`src/rtl/kovacs_sequencer_if.sv`:
```
// Host-side bundle for the Kovacs switching sequencer.
// Timing controls and samples flow in, the DAC sample and run status flow out.
interface kovacs_sequencer_if #(
    parameter int CNT_W = 32,
    parameter int CYC_W = 16
);
    logic             start_i;
    logic             stop_i;
    logic             update_i;
    logic [CNT_W-1:0] t_high_i;
    logic [CNT_W-1:0] t_low_i;
    logic [CYC_W-1:0] n_cycles_i;
    logic [15:0]      data_i;
    logic [15:0]      data_low_i;
    logic [13:0]      data_o;
    logic [13:0]      indicator_o;
    logic [1:0]       phase_o;
    logic             busy_o;
    logic             done_o;
    logic [CYC_W-1:0] cycle_cnt_o;

    modport master (
        output start_i, stop_i, update_i,
        output t_high_i, t_low_i, n_cycles_i,
        output data_i, data_low_i,
        input  data_o, indicator_o, phase_o,
        input  busy_o, done_o, cycle_cnt_o
    );

    modport slave (
        input  start_i, stop_i, update_i,
        input  t_high_i, t_low_i, n_cycles_i,
        input  data_i, data_low_i,
        output data_o, indicator_o, phase_o,
        output busy_o, done_o, cycle_cnt_o
    );
endinterface

```
`src/rtl/kovacs_sequencer.sv`:
```
// Kovacs HIGH/LOW dwell scheduler driving the DAC mux.
// Timing retunes are shadowed and only take effect at a LOW->HIGH boundary.
module kovacs_sequencer #(
    parameter int          CNT_W    = 32,
    parameter int          CYC_W    = 16,
    parameter logic [13:0] IND_HIGH = 14'd8191
) (
    input logic               clk_i,
    input logic               rst_i,
    kovacs_sequencer_if.slave bus
);

    typedef enum logic [1:0] {
        S_IDLE = 2'd0,
        S_HIGH = 2'd1,
        S_LOW  = 2'd2,
        S_DONE = 2'd3
    } state_t;

    state_t           state_q, state_d;
    logic [CNT_W-1:0] cnt_q, cnt_d;
    logic [CYC_W-1:0] cyc_q, cyc_d;
    logic [CNT_W-1:0] th_q, th_d;
    logic [CNT_W-1:0] tl_q, tl_d;
    logic [CYC_W-1:0] n_q, n_d;
    logic [CNT_W-1:0] sh_th_q, sh_th_d;
    logic [CNT_W-1:0] sh_tl_q, sh_tl_d;
    logic [CYC_W-1:0] sh_n_q, sh_n_d;
    logic             pend_q, pend_d;
    logic [13:0]      data_q, data_d;
    logic [13:0]      ind_q, ind_d;

    logic             start_go;
    logic             high_exp;
    logic             low_exp;
    logic             run_end;
    logic             boundary;
    logic [CYC_W-1:0] cyc_next;
    logic             unused_lsb;

    // Sample LSBs are dropped when narrowing to the 14-bit DAC
    assign unused_lsb = ^{bus.data_i[1:0], bus.data_low_i[1:0]};

    // Phase expiry compares before incrementing, so an all-ones dwell never wraps
    assign start_go = (state_q == S_IDLE) && bus.start_i && !bus.stop_i;
    assign high_exp = (cnt_q == th_q);
    assign low_exp  = (cnt_q == tl_q);
    assign cyc_next = cyc_q + CYC_W'(1);
    assign run_end  = (n_q != '0) && (cyc_next >= n_q);
    assign boundary = (state_q == S_LOW) && !bus.stop_i
                      && low_exp && !run_end;

    // State register
    always_ff @(posedge clk_i or posedge rst_i) begin
        if (rst_i) begin
            state_q <= S_IDLE;
        end else begin
            state_q <= state_d;
        end
    end

    // Next-state decode; stop wins over start and over expiry
    always_comb begin
        state_d = state_q;
        unique case (state_q)
            S_IDLE: begin
                if (start_go) begin
                    state_d = S_HIGH;
                end
            end
            S_HIGH: begin
                if (bus.stop_i) begin
                    state_d = S_IDLE;
                end else if (high_exp) begin
                    state_d = S_LOW;
                end
            end
            S_LOW: begin
                if (bus.stop_i) begin
                    state_d = S_IDLE;
                end else if (low_exp) begin
                    state_d = run_end ? S_DONE : S_HIGH;
                end
            end
            S_DONE: begin
                state_d = S_IDLE;
            end
            default: begin
                state_d = S_IDLE;
            end
        endcase
    end

    // Status outputs decoded straight from the state register
    always_comb begin
        bus.phase_o     = state_q;
        bus.busy_o      = (state_q == S_HIGH) || (state_q == S_LOW);
        bus.done_o      = (state_q == S_DONE);
        bus.cycle_cnt_o = cyc_q;
        bus.data_o      = data_q;
        bus.indicator_o = ind_q;
    end

    // Dwell/cycle counters, active timing and shadow bookkeeping
    always_comb begin
        cnt_d   = cnt_q;
        cyc_d   = cyc_q;
        th_d    = th_q;
        tl_d    = tl_q;
        n_d     = n_q;
        sh_th_d = sh_th_q;
        sh_tl_d = sh_tl_q;
        sh_n_d  = sh_n_q;
        pend_d  = pend_q;

        unique case (state_q)
            S_IDLE: begin
                if (start_go) begin
                    th_d   = bus.t_high_i;
                    tl_d   = bus.t_low_i;
                    n_d    = bus.n_cycles_i;
                    cnt_d  = '0;
                    cyc_d  = '0;
                    pend_d = 1'b0;
                end
            end
            S_HIGH: begin
                if (bus.stop_i) begin
                    pend_d = 1'b0;
                end else if (high_exp) begin
                    cnt_d = '0;
                end else begin
                    cnt_d = cnt_q + CNT_W'(1);
                end
            end
            S_LOW: begin
                if (bus.stop_i) begin
                    pend_d = 1'b0;
                end else if (low_exp) begin
                    cnt_d = '0;
                    cyc_d = cyc_next;
                end else begin
                    cnt_d = cnt_q + CNT_W'(1);
                end
            end
            S_DONE: begin
                cnt_d = cnt_q;
            end
            default: begin
                cnt_d = cnt_q;
            end
        endcase

        // A retune coinciding with the boundary bypasses the shadow
        if (boundary) begin
            if (bus.update_i) begin
                th_d = bus.t_high_i;
                tl_d = bus.t_low_i;
                n_d  = bus.n_cycles_i;
            end else if (pend_q) begin
                th_d = sh_th_q;
                tl_d = sh_tl_q;
                n_d  = sh_n_q;
            end
            pend_d = 1'b0;
        end

        if (bus.update_i) begin
            sh_th_d = bus.t_high_i;
            sh_tl_d = bus.t_low_i;
            sh_n_d  = bus.n_cycles_i;
            if (!boundary && !start_go) begin
                pend_d = 1'b1;
            end
        end
    end

    // DAC sample and indicator follow the current phase one clock later
    always_comb begin
        if (state_q == S_HIGH) begin
            data_d = bus.data_i[15:2];
            ind_d  = IND_HIGH;
        end else begin
            data_d = bus.data_low_i[15:2];
            ind_d  = '0;
        end
    end

    // Datapath registers
    always_ff @(posedge clk_i or posedge rst_i) begin
        if (rst_i) begin
            cnt_q   <= '0;
            cyc_q   <= '0;
            th_q    <= '0;
            tl_q    <= '0;
            n_q     <= '0;
            sh_th_q <= '0;
            sh_tl_q <= '0;
            sh_n_q  <= '0;
            pend_q  <= 1'b0;
            data_q  <= '0;
            ind_q   <= '0;
        end else begin
            cnt_q   <= cnt_d;
            cyc_q   <= cyc_d;
            th_q    <= th_d;
            tl_q    <= tl_d;
            n_q     <= n_d;
            sh_th_q <= sh_th_d;
            sh_tl_q <= sh_tl_d;
            sh_n_q  <= sh_n_d;
            pend_q  <= pend_d;
            data_q  <= data_d;
            ind_q   <= ind_d;
        end
    end

endmodule

```
`src/flat_wrapper.sv`:
```
// flat-port wrapper written by rule: the top's interface ports become plain ports
module kovacs_sequencer_flat 
#(
    parameter int          CNT_W    = 32,
    parameter int          CYC_W    = 16,
    parameter logic [13:0] IND_HIGH = 14'd8191
)
  (clk_i, rst_i, bus_start_i, bus_stop_i, bus_update_i, bus_t_high_i, bus_t_low_i, bus_n_cycles_i, bus_data_i, bus_data_low_i, bus_data_o, bus_indicator_o, bus_phase_o, bus_busy_o, bus_done_o, bus_cycle_cnt_o);
  kovacs_sequencer_if #(.CNT_W(CNT_W), .CYC_W(CYC_W)) bus_i ();
  input logic clk_i;
  input logic rst_i;
  input wire logic [$bits(bus_i.start_i)-1:0] bus_start_i;
  input wire logic [$bits(bus_i.stop_i)-1:0] bus_stop_i;
  input wire logic [$bits(bus_i.update_i)-1:0] bus_update_i;
  input wire logic [$bits(bus_i.t_high_i)-1:0] bus_t_high_i;
  input wire logic [$bits(bus_i.t_low_i)-1:0] bus_t_low_i;
  input wire logic [$bits(bus_i.n_cycles_i)-1:0] bus_n_cycles_i;
  input wire logic [$bits(bus_i.data_i)-1:0] bus_data_i;
  input wire logic [$bits(bus_i.data_low_i)-1:0] bus_data_low_i;
  output wire logic [$bits(bus_i.data_o)-1:0] bus_data_o;
  output wire logic [$bits(bus_i.indicator_o)-1:0] bus_indicator_o;
  output wire logic [$bits(bus_i.phase_o)-1:0] bus_phase_o;
  output wire logic [$bits(bus_i.busy_o)-1:0] bus_busy_o;
  output wire logic [$bits(bus_i.done_o)-1:0] bus_done_o;
  output wire logic [$bits(bus_i.cycle_cnt_o)-1:0] bus_cycle_cnt_o;
  assign bus_i.start_i = bus_start_i;
  assign bus_i.stop_i = bus_stop_i;
  assign bus_i.update_i = bus_update_i;
  assign bus_i.t_high_i = bus_t_high_i;
  assign bus_i.t_low_i = bus_t_low_i;
  assign bus_i.n_cycles_i = bus_n_cycles_i;
  assign bus_i.data_i = bus_data_i;
  assign bus_i.data_low_i = bus_data_low_i;
  assign bus_data_o = bus_i.data_o;
  assign bus_indicator_o = bus_i.indicator_o;
  assign bus_phase_o = bus_i.phase_o;
  assign bus_busy_o = bus_i.busy_o;
  assign bus_done_o = bus_i.done_o;
  assign bus_cycle_cnt_o = bus_i.cycle_cnt_o;
  kovacs_sequencer #(.CNT_W(CNT_W), .CYC_W(CYC_W), .IND_HIGH(IND_HIGH)) u_core (.clk_i(clk_i), .rst_i(rst_i), .bus(bus_i));
endmodule
```
`config.mk`:
```
export PLATFORM = sky130hd
export DESIGN_NAME = kovacs_sequencer_flat
export DESIGN_NICKNAME = d
export VERILOG_FILES = /design/src/rtl/kovacs_sequencer_if.sv /design/src/rtl/kovacs_sequencer.sv /design/src/flat_wrapper.sv
export SDC_FILE = /design/constraint.sdc
export NUM_CORES = 1
export LEC_CHECK = 0
export CAP_MARGIN = 0
export CORE_UTILIZATION = 56
export CTS_BUF_LIST = sky130_fd_sc_hd__clkbuf_2 sky130_fd_sc_hd__clkbuf_4 sky130_fd_sc_hd__clkbuf_8
export CTS_CLUSTER_SIZE = 40
export DETAILED_ROUTE_END_ITERATION = 16
export GPL_ROUTABILITY_DRIVEN = 1
export HOLD_SLACK_MARGIN = 0.12
export PLACE_DENSITY = 0.82
export SETUP_SLACK_MARGIN = 0.4
export SLEW_MARGIN = 20
export SYNTH_ARGS = -nofsm -noshare
export SYNTH_HDL_FRONTEND = slang
export SYNTH_SLANG_ARGS = --single-unit
```
`constraint.sdc`:
```
create_clock -name clk_i -period 9.7 [get_ports clk_i]
set_input_delay 1.94 -clock clk_i [delete_from_list [all_inputs] [get_ports clk_i]]
set_output_delay 1.94 -clock clk_i [all_outputs]
set_load 0.02 [all_outputs]
```
# Yosys cells after proc, flatten, opt, wreduce, memory -nomap -nowiden
# Cells that the tools add are included.
[totals]
regBits = 238
inputBits = 117
out_inout_bits = 48
wordCells = 86
[classes]
add_sub_neg = 2
magnitude_cmp = 1
eq_ne = 11
n_mux = 40
bitwise = 1
reduce_logical = 19
[op_table]
columns = ["op", "count"]
rows = [
  ["$mux W32", 15],
  ["$mux W16", 8],
  ["$pmux W32 S3", 1],
  ["$eq A32 B32 Y1", 2],
  ["$add A32 B1 Y32 const B", 1],
  ["$pmux W16 S2", 1],
  ["$add A16 B1 Y16 const B", 1],
  ["$ge A16 B16 Y1", 1],
  ["$reduce_bool A16 Y1", 1],
  ["$mux W14", 1],
  ["$mux W13", 1],
  ["$mux W2", 6],
  ["$pmux W2 S4", 1],
  ["$reduce_and A4 Y1", 2],
  ["$logic_and A1 B1 Y1", 7],
  ["$ne A3 B2 Y1 const B", 2],
  ["$mux W1", 5],
  ["$eq A2 B2 Y1 const B", 2],
  ["$logic_not A1 Y1", 4],
  ["$ne A2 B1 Y1 const B", 2],
  ["$ne A2 B2 Y1 const B", 2],
  ["$reduce_and A3 Y1", 1],
  ["$eq A2 B1 Y1 const B", 1],
  ["$logic_not A2 Y1", 1],
  ["other kinds (5)", 5],
]

# Longest topological paths before layout
[depth]
depth_word = 9
depth_mapped = 15
mapped_depth_nobuf = 12

# Worst setup path before layout
# Ideal clock, no wire load.
[synth_path]
kind = "reg2reg"
start = "reg u_core.cyc_q[0] (netlist: u_core.bus.cycle_cnt_o[0])"
end = "reg u_core.n_q[0]"
setup_time_ps = 79
t_arrival_ps = 3556
t_required_ps = 9621
path_slack_ps = 6064
path_stages_with_launch = 16
path_buffers = 3
period_less_slack_ps = 3636
cell_sequence = "dfrtp_1 > and3_1 > nand3_1 > or4_1 > clkbuf_1 > or3_1 > nand2_1 > ha_1 > a21o_1 > a21o_1 > a21oi_1 > nand4_1 > a31oi_1 > buf_2 > buf_2 > mux2i_1"
[synth_between]
elab_chain_cells = 6
[synth_rtl]
columns = ["item", "line_no", "rtl"]
rows = [
  ["from (decl)", "kovacs_sequencer.sv:22", "logic [CYC_W-1:0] cyc_q, cyc_d;"],
  ["from (signal assigned)", "kovacs_sequencer.sv:205", "cyc_q <= cyc_d;"],
  ["$add A16 B1 Y16", "kovacs_sequencer.sv:48", "assign cyc_next = cyc_q + CYC_W'(1);"],
  ["$ge A16 B16 Y1", "kovacs_sequencer.sv:49", "assign run_end = (n_q != '0) && (cyc_next >= n_q);"],
  ["$logic_and A1 B1 Y1", "kovacs_sequencer.sv:49", ""],
  ["$logic_not A1 Y1", "kovacs_sequencer.sv:51", "&& low_exp && !run_end;"],
  ["$logic_and A1 B1 Y1", "kovacs_sequencer.sv:51", ""],
  ["$mux W16", "kovacs_sequencer.sv:155", "if (boundary) begin"],
  ["net u_core.n_d[0]", "kovacs_sequencer.sv:25", "logic [CYC_W-1:0] n_q, n_d;"],
  ["to (signal assigned)", "kovacs_sequencer.sv:208", "n_q <= n_d;"],
  ["to (decl)", "kovacs_sequencer.sv:25", ""],
]
# The timed path passes the listed nets, and every way through them passes these cells.
# A chain may end at the register's enable or synchronous reset.

# Worst setup path in the final report
[layout_path]
start = "in bus_stop_i"
end = "reg u_core.th_q[27]"
[layout_between]
elab_chain_cells = 7
word_cells_on_any_way = 10
classes_between = "5 x mux; 5 x reduce/logical"
[layout_rtl]
columns = ["item", "line_no", "rtl"]
rows = [
  ["from (decl)", "flat_wrapper.sv:13", "input wire logic [$bits(bus_i.stop_i)-1:0] bus_stop_i;"],
  ["$logic_not A1 Y1 (*)", "kovacs_sequencer.sv:45, kovacs_sequencer.sv:50", ""],
  ["$logic_and A1 B1 Y1", "kovacs_sequencer.sv:45", "assign start_go = (state_q == S_IDLE) && bus.start_i && !bus.stop_i;"],
  ["$mux W32", "kovacs_sequencer.sv:118", "if (start_go) begin"],
  ["$mux W32", "kovacs_sequencer.sv:116", "unique case (state_q)"],
  ["$mux W32", "kovacs_sequencer.sv:160", "end else if (pend_q) begin"],
  ["$mux W32", "kovacs_sequencer.sv:156", "if (bus.update_i) begin"],
  ["$mux W32 (*)", "kovacs_sequencer.sv:155", ""],
  ["net u_core.th_d[27]", "kovacs_sequencer.sv:23", "logic [CNT_W-1:0] th_q, th_d;"],
  ["to (signal assigned)", "kovacs_sequencer.sv:206", "th_q <= th_d;"],
  ["to (decl)", "kovacs_sequencer.sv:23", ""],
]
# The timed path passes the listed nets; every way through them passes the cells marked *.

==> results.toml <==
[timing]
setup_tns_ps = 0
finalCritPeriodShare_pct = 47.9
slew_violations = 0
hold_viol_final = 0
worst_pin_slew_ps = 1100
rsz0062_at_grt = "no"
period_minus_slack_ps = 4640
setup_viol = 0
relSlewSlack_pct = 26.7
clock_skew_ps = 18.7
fmax_ghz = 0.215

[grt]
track_usage_pct = 28.2
antenna_found_initial = 0
grt_pass1_vias = 10400
grt_max_degree = 151
grt_overflow = 0
grt_first_pass_wirelength_um = 54300

[placed_design]
gp_congestion = 0.928
place_hpwl_um = 22000
numPortBuffers = 159

[pwr]
p_int_w = 0.00234
vdd_ir_drop_max_v = 0.000177
power_density_nw_per_um2 = 247
leakagePower_nw = 6.56
pwr-share-clk_pct = 23.2
p_sw_w = 0.00149
p_sw_share_pct = 38.8
combPwrFrac_pct = 38.1
power.total_w = 0.00383
p_seq_share_pct = 38.7

[clock_tree]
tritoncts = "done"
hold_buffers = 0
clkTransAtPathRegs_ps = 60
clk_latency_ps = 540
cts-htree-levels = 2
cts_buffers = 41
cts_sinks = 226
post_cts_resized = 0
post_cts_buffers = 0
cts-root-buf = "clkbuf_8"
cts_max_path_buffers = 3

[status]
status = "complete, no violations"

[critical_path]
required_ps = 10140
cp-end-kind = "flop"
worstPathArrival_ps = 5080
path_class = "primary input to flop"
cp-start-kind = "primary input"
crit_fanout = 46

[die]
num_io_pins = 165
row_count = 55
die_area_sq_um = 24100
core_area_sq_um = 22800
chipHeight_um = 155
die_w_um = 155
initial_core_util_pct = 57.6

[hold_path]
hp-class = "flop to flop"

[route]
drt_iter0_markers = 796
wl_um = 33500
dr.pass1.iters = 5
postRouteAntennaNets = 0
drc = 0
num_vias = 10500
viasPerCell = 6.15
wl_per_cell_um = 19.6

[logic_synthesis]
synth-async-reset-ratio_pct = 100
synth-seq-area-share_pct = 43.0
synth_area_sq_um = 13200
ys_ff_latch = 226
synth_edf_count = 0
yosysWarnings = 0
ys.flop_type = "dfrtp_1"
syn_nets = 1419
synth_cell_types = 57
avgSynthCellArea_sq_um = 10.3
syn_inst = 1280

[final_layout]
syn_to_final_growth_pct = 17.9
drive_gt1_share_pct = 13.4
fin_nets = 1516
antenna_cells = 0

[job]
cap_violations = 0
cells by family after synthesis:
kind of cell / count (synthesis) / share of synthesized area [%]
compound gates: 246 / 12.2
xor+xnor: 90 / 6.05
fa+ha+maj: 22 / 2.09
buf+inv: 152 / 5.25
flops: 226 / 43.0
mux: 265 / 21.1
other cells: 1 / 0.0285
simple gates: 278 / 10.3
cell usage after synthesis (all sizes together) (4+ instances only):
library cell	n	area, sq um
mux2i	170	1700
nor4	14	106
and4	6	52.6
mux2	95	1070
xor2	12	105
or2	4	25.0
nand4	31	194
or3	7	43.8
o41ai	4	35.0
xnor2	78	691
o21ai	9	45.0
o211ai	7	52.6
o221ai	12	105
a31oi	4	25.0
dfrtp	226	5660
buf	41	274
nand3	18	90.1
a22oi	80	601
nor2b	6	37.5
and3	7	43.8
nor3	11	55.1
a21oi	102	514
nand2	60	225
ha	22	275
and2	10	62.6
nor2	95	357
inv	34	128
clkbuf	76	285
registers in the layout, summed over array words and instances (netlist names):
name                    flops
u_core.cnt_q               32
u_core.sh_th_q             32
u_core.sh_tl_q             32
u_core.th_q                32
u_core.tl_q                32
u_core.bus.cycle_cnt_o     16
u_core.n_q                 16
u_core.sh_n_q              16
u_core.bus.data_o          14
u_core.bus.phase_o          2
u_core.bus.indicator_o      1
u_core.pend_q               1
cell usage in the layout, fill, tap and decap left out, types with 22 or more instances in the layout:
cell type	n
clkdlybuf4s50_1	158
a22oi_1	80
ha_1	22
xnor2_1	77
mux2_2	95
nor2_1	95
clkbuf_8	47
a21oi_1	101
nand4_1	31
mux2i_1	170
dfrtp_1	225
nand2_1	60
inv_1	33
final cells by class:
| class | instances | area, sq um |
|---|---|---|
| fill | 1760 | 7330 |
| sequential | 226 | 5660 |
| clock inverter | 2 | 10.0 |
| clock buffer | 65 | 782 |
| tap | 313 | 392 |
| multi-input combinational | 902 | 6850 |
| inverter | 35 | 144 |
| timing repair buffer | 171 | 1680 |
through the flow:
step	std cells	utilization [%]	hold slack [ps]	cell area [sq um]	setup WS (ps)
finish	1714	67.9	508	15500	5060
CTS	1714	67.9	508	15500	5150
detailed placement	1647	64.4	496	14700	4610
global route	1714	67.9	514	15500	4950
floorplan	1280	-	481	13200	1570
global placement	1647	64.4	489	14700	4660
final timing paths:
| kind | start | end | slack, ps | depth (start not counted) |
|---|---|---|---|---|
| min in group asynchronous | rst_i | u_core.sh_tl_q[26] | 1920 | 2 |
| max in group asynchronous | rst_i | u_core.th_q[12] | 6290 | 3 |
| max reg2reg | u_core.bus.cycle_cnt_o[0] | u_core.th_q[27] | 5240 | 13 |
| max | bus_stop_i | u_core.th_q[27] | 5060 | 7 |
| min reg2reg | u_core.sh_th_q[5] | u_core.sh_th_q[5] | 510 | 1 |
| min | u_core.sh_th_q[5] | u_core.sh_th_q[5] | 510 | 1 |
power by group through the flow:
stage	Clock [W]	Combinational, W	Sequential, W
finish	0.000889	0.00146	0.00148
global route	0.000939	0.00159	0.00151
CTS	0.000901	0.00145	0.00147
detailed placement	0	0.00144	0.00148
global placement	0	0.00139	0.00147
floorplan	0	0.00107	0.00140
critical path, cell delays in order:
cell	delay (ps)
clkdlybuf4s50_1	640
nand3b_1	310
buf_4	340
o21bai_4	850
buf_4	600
a21oi_1	150
mux2i_1	190
metal layers:
layer  track usage (%)  share of wire, %  vias up  routed length [um]
met4              9.99               2.8        0                 934
met5                 0                 0        -                   0
li1                  -                 -     4807                   -
met2              46.3                48      413               16200
met1              37.6                42     5244               14200
met3              4.93               6.7       75                2230
Note: power is estimated with default switching activity, not from simulation.
